## src/rtl/hamming_uart_link.sv

```systemverilog
// hamming_uart_link
//   Transmit path for a pin-limited chip. A rising edge on start encodes the
//   data_in nibble with a Hamming(7,4) code. The codeword is zero-extended to
//   8 bits and sent as one UART 8N1 frame on tx. A free-running 3-bit counter
//   is provided for bring-up.
//
// Ports
//   clk        : system clock, rising edge
//   rst_n      : asynchronous active-low reset
//   start      : level input; each rising edge requests one encode + transmit
//   data_in    : nibble d3..d0 to encode
//   tx         : registered UART line, idles high
//   tx_busy    : high while a frame is on the line
//   code_out   : last encoded codeword {d3,d2,d1,p4,d0,p2,p1}
//   code_valid : one-cycle pulse when code_out has been updated
//   count      : free-running debug counter, wraps 7 -> 0
//
// Handshake: there is no back-pressure. A start edge is always encoded.
// tx_start is the leading edge of code_valid. It launches a frame only when
// the serializer is in IDLE. If it arrives in any other state it is dropped
// and is not queued; code_out still shows the new codeword.
module hamming_uart_link #(
  parameter int CLKS_PER_BIT = 16
) (
  input  logic       clk,
  input  logic       rst_n,
  input  logic       start,
  input  logic [3:0] data_in,
  output logic       tx,
  output logic       tx_busy,
  output logic [6:0] code_out,
  output logic       code_valid,
  output logic [2:0] count
);

  localparam int CW = (CLKS_PER_BIT > 1) ? $clog2(CLKS_PER_BIT) : 1;
  localparam logic [CW-1:0] BAUD_LAST = CW'(CLKS_PER_BIT - 1);

  typedef enum logic [1:0] {
    IDLE      = 2'd0,
    START_BIT = 2'd1,
    DATA_BITS = 2'd2,
    STOP_BIT  = 2'd3
  } state_t;

  function automatic logic [6:0] hamming_encode(input logic [3:0] d);
    logic [6:0] c;
    c[0] = d[0] ^ d[1] ^ d[3];
    c[1] = d[0] ^ d[2] ^ d[3];
    c[2] = d[0];
    c[3] = d[1] ^ d[2] ^ d[3];
    c[4] = d[1];
    c[5] = d[2];
    c[6] = d[3];
    return c;
  endfunction

  // ---------------------------------------------------------------- edge/encode
  logic       start_d;
  logic       req;
  logic       code_valid_d;
  logic       tx_start;
  logic [6:0] code_q;
  logic       code_valid_q;

  assign req      = start & ~start_d;
  assign tx_start = code_valid_q & ~code_valid_d;

  always_ff @(posedge clk or negedge rst_n) begin
    if (!rst_n) begin
      start_d      <= 1'b0;
      code_q       <= '0;
      code_valid_q <= 1'b0;
      code_valid_d <= 1'b0;
    end else begin
      start_d      <= start;
      code_valid_q <= req;
      code_valid_d <= code_valid_q;
      if (req) code_q <= hamming_encode(data_in);
    end
  end

  assign code_out   = code_q;
  assign code_valid = code_valid_q;

  // ---------------------------------------------------------------- serializer
  state_t          state, state_n;
  logic [CW-1:0]   baud_cnt, baud_n;
  logic [2:0]      bit_idx, bit_n;
  logic [7:0]      shreg, shreg_n;
  logic            tx_q, tx_n;
  logic            bit_end;

  assign bit_end = (baud_cnt == BAUD_LAST);

  always_ff @(posedge clk or negedge rst_n) begin
    if (!rst_n) begin
      state    <= IDLE;
      baud_cnt <= '0;
      bit_idx  <= '0;
      shreg    <= '0;
      tx_q     <= 1'b1;
    end else begin
      state    <= state_n;
      baud_cnt <= baud_n;
      bit_idx  <= bit_n;
      shreg    <= shreg_n;
      tx_q     <= tx_n;
    end
  end

  // tx_n is the line value for the state being entered. This keeps tx
  // registered and aligned with the state register.
  always_comb begin
    state_n = state;
    baud_n  = baud_cnt;
    bit_n   = bit_idx;
    shreg_n = shreg;
    tx_n    = tx_q;
    case (state)
      IDLE: begin
        tx_n   = 1'b1;
        baud_n = '0;
        bit_n  = '0;
        if (tx_start) begin
          shreg_n = {1'b0, code_q};
          state_n = START_BIT;
          tx_n    = 1'b0;
        end
      end
      START_BIT: begin
        if (bit_end) begin
          baud_n  = '0;
          state_n = DATA_BITS;
          tx_n    = shreg[0];
        end else begin
          baud_n = baud_cnt + CW'(1);
        end
      end
      DATA_BITS: begin
        if (bit_end) begin
          baud_n = '0;
          if (bit_idx == 3'd7) begin
            state_n = STOP_BIT;
            tx_n    = 1'b1;
          end else begin
            bit_n   = bit_idx + 3'd1;
            shreg_n = shreg >> 1;
            tx_n    = shreg[1];
          end
        end else begin
          baud_n = baud_cnt + CW'(1);
        end
      end
      STOP_BIT: begin
        if (bit_end) begin
          baud_n  = '0;
          state_n = IDLE;
          tx_n    = 1'b1;
        end else begin
          baud_n = baud_cnt + CW'(1);
        end
      end
      default: begin
        state_n = IDLE;
        tx_n    = 1'b1;
      end
    endcase
  end

  assign tx      = tx_q;
  assign tx_busy = (state != IDLE);

  // ---------------------------------------------------------------- debug count
  logic [2:0] count_q;

  always_ff @(posedge clk or negedge rst_n) begin
    if (!rst_n) count_q <= '0;
    else        count_q <= count_q + 3'd1;
  end

  assign count = count_q;

endmodule

```

## config.mk

```make
export PLATFORM = sky130hd
export DESIGN_NAME = hamming_uart_link
export DESIGN_NICKNAME = d
export VERILOG_FILES = /design/src/rtl/hamming_uart_link.sv
export SDC_FILE = /design/constraint.sdc
export NUM_CORES = 1
export LEC_CHECK = 0
export CAP_MARGIN = 30
export CORE_UTILIZATION = 25
export CTS_CLUSTER_DIAMETER = 40
export DETAILED_ROUTE_END_ITERATION = 16
export HOLD_SLACK_MARGIN = 0.15
export SYNTH_ARGS = -nofsm -noshare
export SYNTH_HDL_FRONTEND = slang
export SYNTH_SLANG_ARGS = --single-unit
```

## constraint.sdc

```tcl
create_clock -name clk -period 5.4 [get_ports clk]
set_clock_uncertainty 0.15 [all_clocks]
set_input_delay 1.08 -clock clk [delete_from_list [all_inputs] [get_ports clk]]
set_output_delay 1.08 -clock clk [all_outputs]
set_load 0.01 [all_outputs]
```

==> metrics, run 1 <==
Syn-to-layout area delta=23.6%; GR Util All Layers=10.7%; Post-synth EDFFs=0; Hold Crit Class=reg2reg; diodes inserted=0; RR Endpoint=shreg[1]; final non-filler cell total=241; antenna viol nets, final=0; Max Cap Viol=0; HPWL Detailed=2140 µm; end-of-flow core utilization=32.5%; drt via density=~4.8; Die Y-Extent=between 80 and 90 µm; static leakage=0.000861 µW; Data required, critical path=4.17 ns; drt first pass iters=5; Final nets=180; synth warn=0; Syn Area/Cell=10.9 µm²; Storage cell area=752 µm²; final instance area=1950 µm²; r2r startpoint=bit_idx[0]; setup TNS=0 ns; Die Width=81.4 µm; Wirelength per Cell=12.9 µm; area share of the largest cell type after synthesis=46.0%; Num CTS Buffers=5; Mapped Area=1580 µm²; max-slew violations=0; total routed wirelength=3120 µm; Clock Tree Root=clkbuf_8; initial antenna violation count=0; hold depth=1; Distinct cells, synth=37; Worst Reg-to-Reg Cells=5; drt initial violations=55; Final Cycle Share=between 60 and 70%; CP startpoint kind=register; Overall Power=a little over 900 µW; Synth async-reset ratio=100%; WS Path Type=reg2out; Slew headroom=42.9%; Worst Path Max Fanout=28; placed insts=approximately 230; Worst-Margin Slew=approximately 0.86 ns; IO Count=20; Syn Nets=160; total gr overflow=0; DRC violations left=0; ys flop type=dfrtp_1; TritonCTS clock tree=done; Placed Area=between 1500 and 2000 µm²; Hold Crit Endpoint=count[0]; HP Start=count[0]; layout cells sized above 1=between 10% and 20%; RSZ-0062 raised after global routing=false; area of the multi-input gates=about 750 µm²; area of the core=5990 µm²; Worst-Skew Late Latency=approximately 0.28 ns; Fillers=~620; Reg2Reg Setup Slack=between 2 and 3 ns; first-pass GRT wire length=between 5000 and 6000 µm; clock-pin slew on the worst setup and hold paths=0.07 ns; hold_buf cts=0; status=complete, no violations; pwr/cell area=about 480 nW/µm²; synth top area cells=dfrtp_1, ha_1, mux2_2; synthesis-stage register bit count=30; final setup vio count=0; Mapped Cells=145; row cnt=28; area leader, netlist=dfrtp_1; Vias=1145; Clock Tree Buf Depth=2; peak supply drop=0.172 mV; vias in the first global route=1154; Initial Util=between 20% and 30%; fin crit period=3.40 ns; GP Congestion=0.722; postcts setup bufs=0; sequential share of the synthesized area=47.7%; highest clock rate=0.294 GHz; CTS resizes=0; Total Die Area=6630 µm²; WP data arrival=about 2.2 ns; CTS H-tree lvls=2; largest net degree at the start of global routing=31; Final Hold Fails=0; I/O Buffers=19; endpoint class of the critical path=output pin; clk sinks=30
-- synthesized netlist by cell type, drive strengths merged (2+ instances only) --
library cell and count:
nand4b 2, or2b 2, xnor2 5, mux2i 2, a22o 2, clkbuf 3, nor2b 6, o21ai 11
nand2b 2, nor4bb 5, o211a 5, ha 8, a21oi 2, buf 4, inv 13, dfrtp 29
mux2 7, nand2 7, nor2 7, xor2 3, a22oi 2, a32oi 5
-- layout make-up --
type / count / area share [%]
Inverter: 13 / 2.50
Multi-Input combinational cell: 95 / 38.3
Clock inverter: 3 / 2.06
Timing Repair Buffer: 20 / 10.1
Clock buffer: 5 / 3.53
Sequential cell: 30 / 38.6
Tap cell: 75 / 4.82
-- stage by stage --
step,setup WS (ns),hold WS [ns]
2_1_floorplan,3.15,0.307
3_3_place_gp,2.34,0.291
3_5_place_dp,2.31,0.288
4_1_cts,2.01,0.299
5_1_grt,1.86,0.336
6_report,2.00,0.294
-- routing by layer --
| layer | global-route usage [%] | vias up | part of all wire (%) |
|---|---|---|---|
| met4 | 4.29 | 0 | 1.8 |
| met3 | 3.78 | 7 | 4.5 |
| met1 | 13.1 | 558 | 50 |
| li1 | - | 559 | - |
| met2 | 17.1 | 21 | 44 |
| met5 | 0 | - | 0 |
-- flip-flops by register name (all words and copies together), names as in the netlist --
signal and flops:
bit_idx 3, start_d 1, baud_cnt 4, shreg 7, code_valid_d 1, code_valid 1, tx 1, count 3
code_out 7, state 2
-- cells in the final DEF, fill, tap and decap left out, types with 2 or more instances in the layout --
| master | n |
|---|---|
| clkdlybuf4s50_1 | 19 |
| xor2_1 | 3 |
| nor4bb_1 | 5 |
| nand2_1 | 7 |
| dfrtp_1 | 29 |
| nor2_1 | 7 |
| a22o_1 | 2 |
| mux2_2 | 6 |
| clkbuf_8 | 5 |
| clkinv_2 | 2 |
| a21oi_1 | 2 |
| nand4b_1 | 2 |
| a32oi_1 | 5 |
| a22oi_1 | 2 |
| inv_1 | 13 |
| or2b_1 | 2 |
| nand2b_1 | 2 |
| o21ai_0 | 11 |
| mux2i_1 | 2 |
| xnor2_1 | 5 |
| o211a_1 | 5 |
| nor2b_1 | 6 |
| ha_1 | 8 |
-- worst max-delay path by stage --
| stage | from | to | slack [ns] |
|---|---|---|---|
| 5_1_grt | state[1] | tx_busy | 1.86 |
| 3_3_place_gp | state[0] | tx_busy | 2.34 |
| 3_5_place_dp | state[1] | tx_busy | 2.31 |
| 2_1_floorplan | state[0] | tx_busy | 3.15 |
| 6_report | state[0] | tx_busy | 2.00 |
| 4_1_cts | state[1] | tx_busy | 2.01 |
-- critical path, stage by stage, from the launching register on --
cell,delay (ns)
dfrtp_1,0.41
inv_1,0.09
ha_1,0.72
inv_1,0.15
clkdlybuf4s50_1,0.52
-- power by group --
group          internal [µW]  total, µW  switching [µW]
clock network            136        219            83.4
registers                289        343            54.2
logic                    188        364             176
-- logic make-up after synthesis --
family / Yosys count / synth area share, %
flops: 30 / 47.7
fa+ha+maj: 8 / 6.35
mux: 9 / 6.27
compound gates: 35 / 16.6
simple gates: 35 / 13.7
buf+inv: 20 / 4.92
xor+xnor: 8 / 4.44
Note: power is estimated with default switching activity, not from simulation.
==> run 2: changes to the inputs <==
- clock period: 5.4 -> 3.3 ns (I/O delays scaled with it)
==> run 2 against run 1 <==
  * Combinational power up 66%
  * Setup slack got worse by 1.1 ns
  * Critical path depth is the same
  * Die area unchanged
  * Wire length is 0.71% lower
  * Clock power rose by 41%
  * Sequential power up 65%
  * Worst hold slack gained 0.014 ns
  * Via count is 1.9% lower
  * Sequential share of layout area barely moved
  * Non-clock buffer count is 2 higher
==> metrics, run 2 (synthesis results as in run 1) <==
status=complete, no violations; Max Cap Viol=0; first-pass GRT wire length=between 5000 and 6000 µm; IO Count=20; Final nets=182; clock-pin slew on the worst setup and hold paths=0.07 ns; Worst setup startpoint=state[0]; vias in the first global route=about 1.1k; WS Path Type=reg2out; final setup margin=0.888 ns; final setup vio count=0; Place WS=0.980 ns; TritonCTS clock tree=done; hold_buf cts=0; peak supply drop=0.244 mV; initial antenna violation count=0; Num CTS Buffers=5; Worst Reg-to-Reg Cells=5; highest clock rate=0.415 GHz; total routed wirelength=3100 µm; Hold Crit Class=reg2reg; GP Congestion=0.737; Fillers=612; row cnt=28; largest net degree at the start of global routing=31; Worst Path Max Fanout=4; drt first pass iters=4; Die Width=81.4 µm; Wirelength per Cell=12.7 µm; Final Cycle Share=between 70 and 80%; antenna viol nets, final=0; static leakage=0.000859 µW; CTS resizes=0; setup TNS=0 ns; diodes inserted=0; HP Start=count[0]; placed insts=235; area of the core=roughly 6000 µm²; Total Die Area=between 6000 and 7000 µm²; WP data arrival=1.60 ns; GR Util All Layers=10.4%; max-slew violations=0; clk sinks=30; r2r startpoint=state[0]; most common library cell in the layout ignoring fill and taps=dfrtp_1; DRC violations left=0; Clock Tree Buf Depth=2; RSZ-0062 raised after global routing=false; final non-filler cell total=243; drt via density=around 4.6; layout cells sized above 1=11.3%; Die Y-Extent=between 80 and 90 µm; Clock Tree Root=clkbuf_8; postcts setup bufs=0; pwr/cell area=759 nW/µm²; most frequent cells in the layout=dfrtp_1, clkdlybuf4s50_1, inv_1; end-of-flow core utilization=32.5%; hold depth=1; Vias=1123; drt initial violations=50; Final Hold Fails=0; Worst-Margin Slew=0.446 ns; Data required, critical path=2.49 ns; final hold slack=0.307 ns; fin crit period=2.41 ns; Initial Util=approximately a quarter; Slew headroom=70.3%; CP startpoint kind=register; CTS H-tree lvls=2; total gr overflow=0; I/O Buffers=19; Syn-to-layout area delta=23.7%; endpoint class of the critical path=output pin; Worst-Skew Late Latency=0.28 ns; HPWL Detailed=about 2200 µm
[run 2: metrics by stage]
step | total power (µW) | area (µm²)
5_1_grt | 1590 | 1950
3_3_place_gp | 1180 | 1850
2_1_floorplan | 995 | 1580
3_5_place_dp | 1180 | 1850
4_1_cts | 1500 | 1950
6_report | 1480 | 1950
[run 2: path summary, 6_finish.rpt]
| path | to | slack (ns) |
|---|---|---|
| min | count[0] | 0.31 |
| min in group asynchronous | baud_cnt[3] | 0.62 |
| max reg2reg | state[1] | 0.95 |
| min reg2reg | count[0] | 0.31 |
| max in group asynchronous | tx | 2.06 |
| max | tx_busy | 0.89 |
[run 2: where the power goes]
group	switching, µW	internal [µW]	total [µW]
Sequential	91.6	473	565
Combinational	293	313	606
Clock	141	167	309
Total	526	953	1480
[run 2: final cells by class]
cell class	instances	area, µm²	share of cell area (%)
inverter	13	48.8	2.50
clock inverter	2	12.5	0.642
tap	75	93.8	4.81
timing repair buffer	22	213	10.9
multi-input combinational	95	747	38.3
sequential	30	752	38.6
clock buffer	6	82.6	4.24
[run 2: critical path, cell delays in order (launching register included)]
cell	delay [ns]
dfrtp_1	0.40
inv_1	0.08
ha_1	0.21
inv_1	0.08
clkdlybuf4s50_1	0.55
[run 2: metal layers]
metal | vias up | GRT usage (%) | wire length (µm)
met2 | 20 | 14.8 | 1360
met3 | 2 | 4.22 | 129
li1 | 560 | - | -
met4 | 0 | 3.21 | 13
met1 | 541 | 14.1 | 1600
met5 | - | 0 | 0
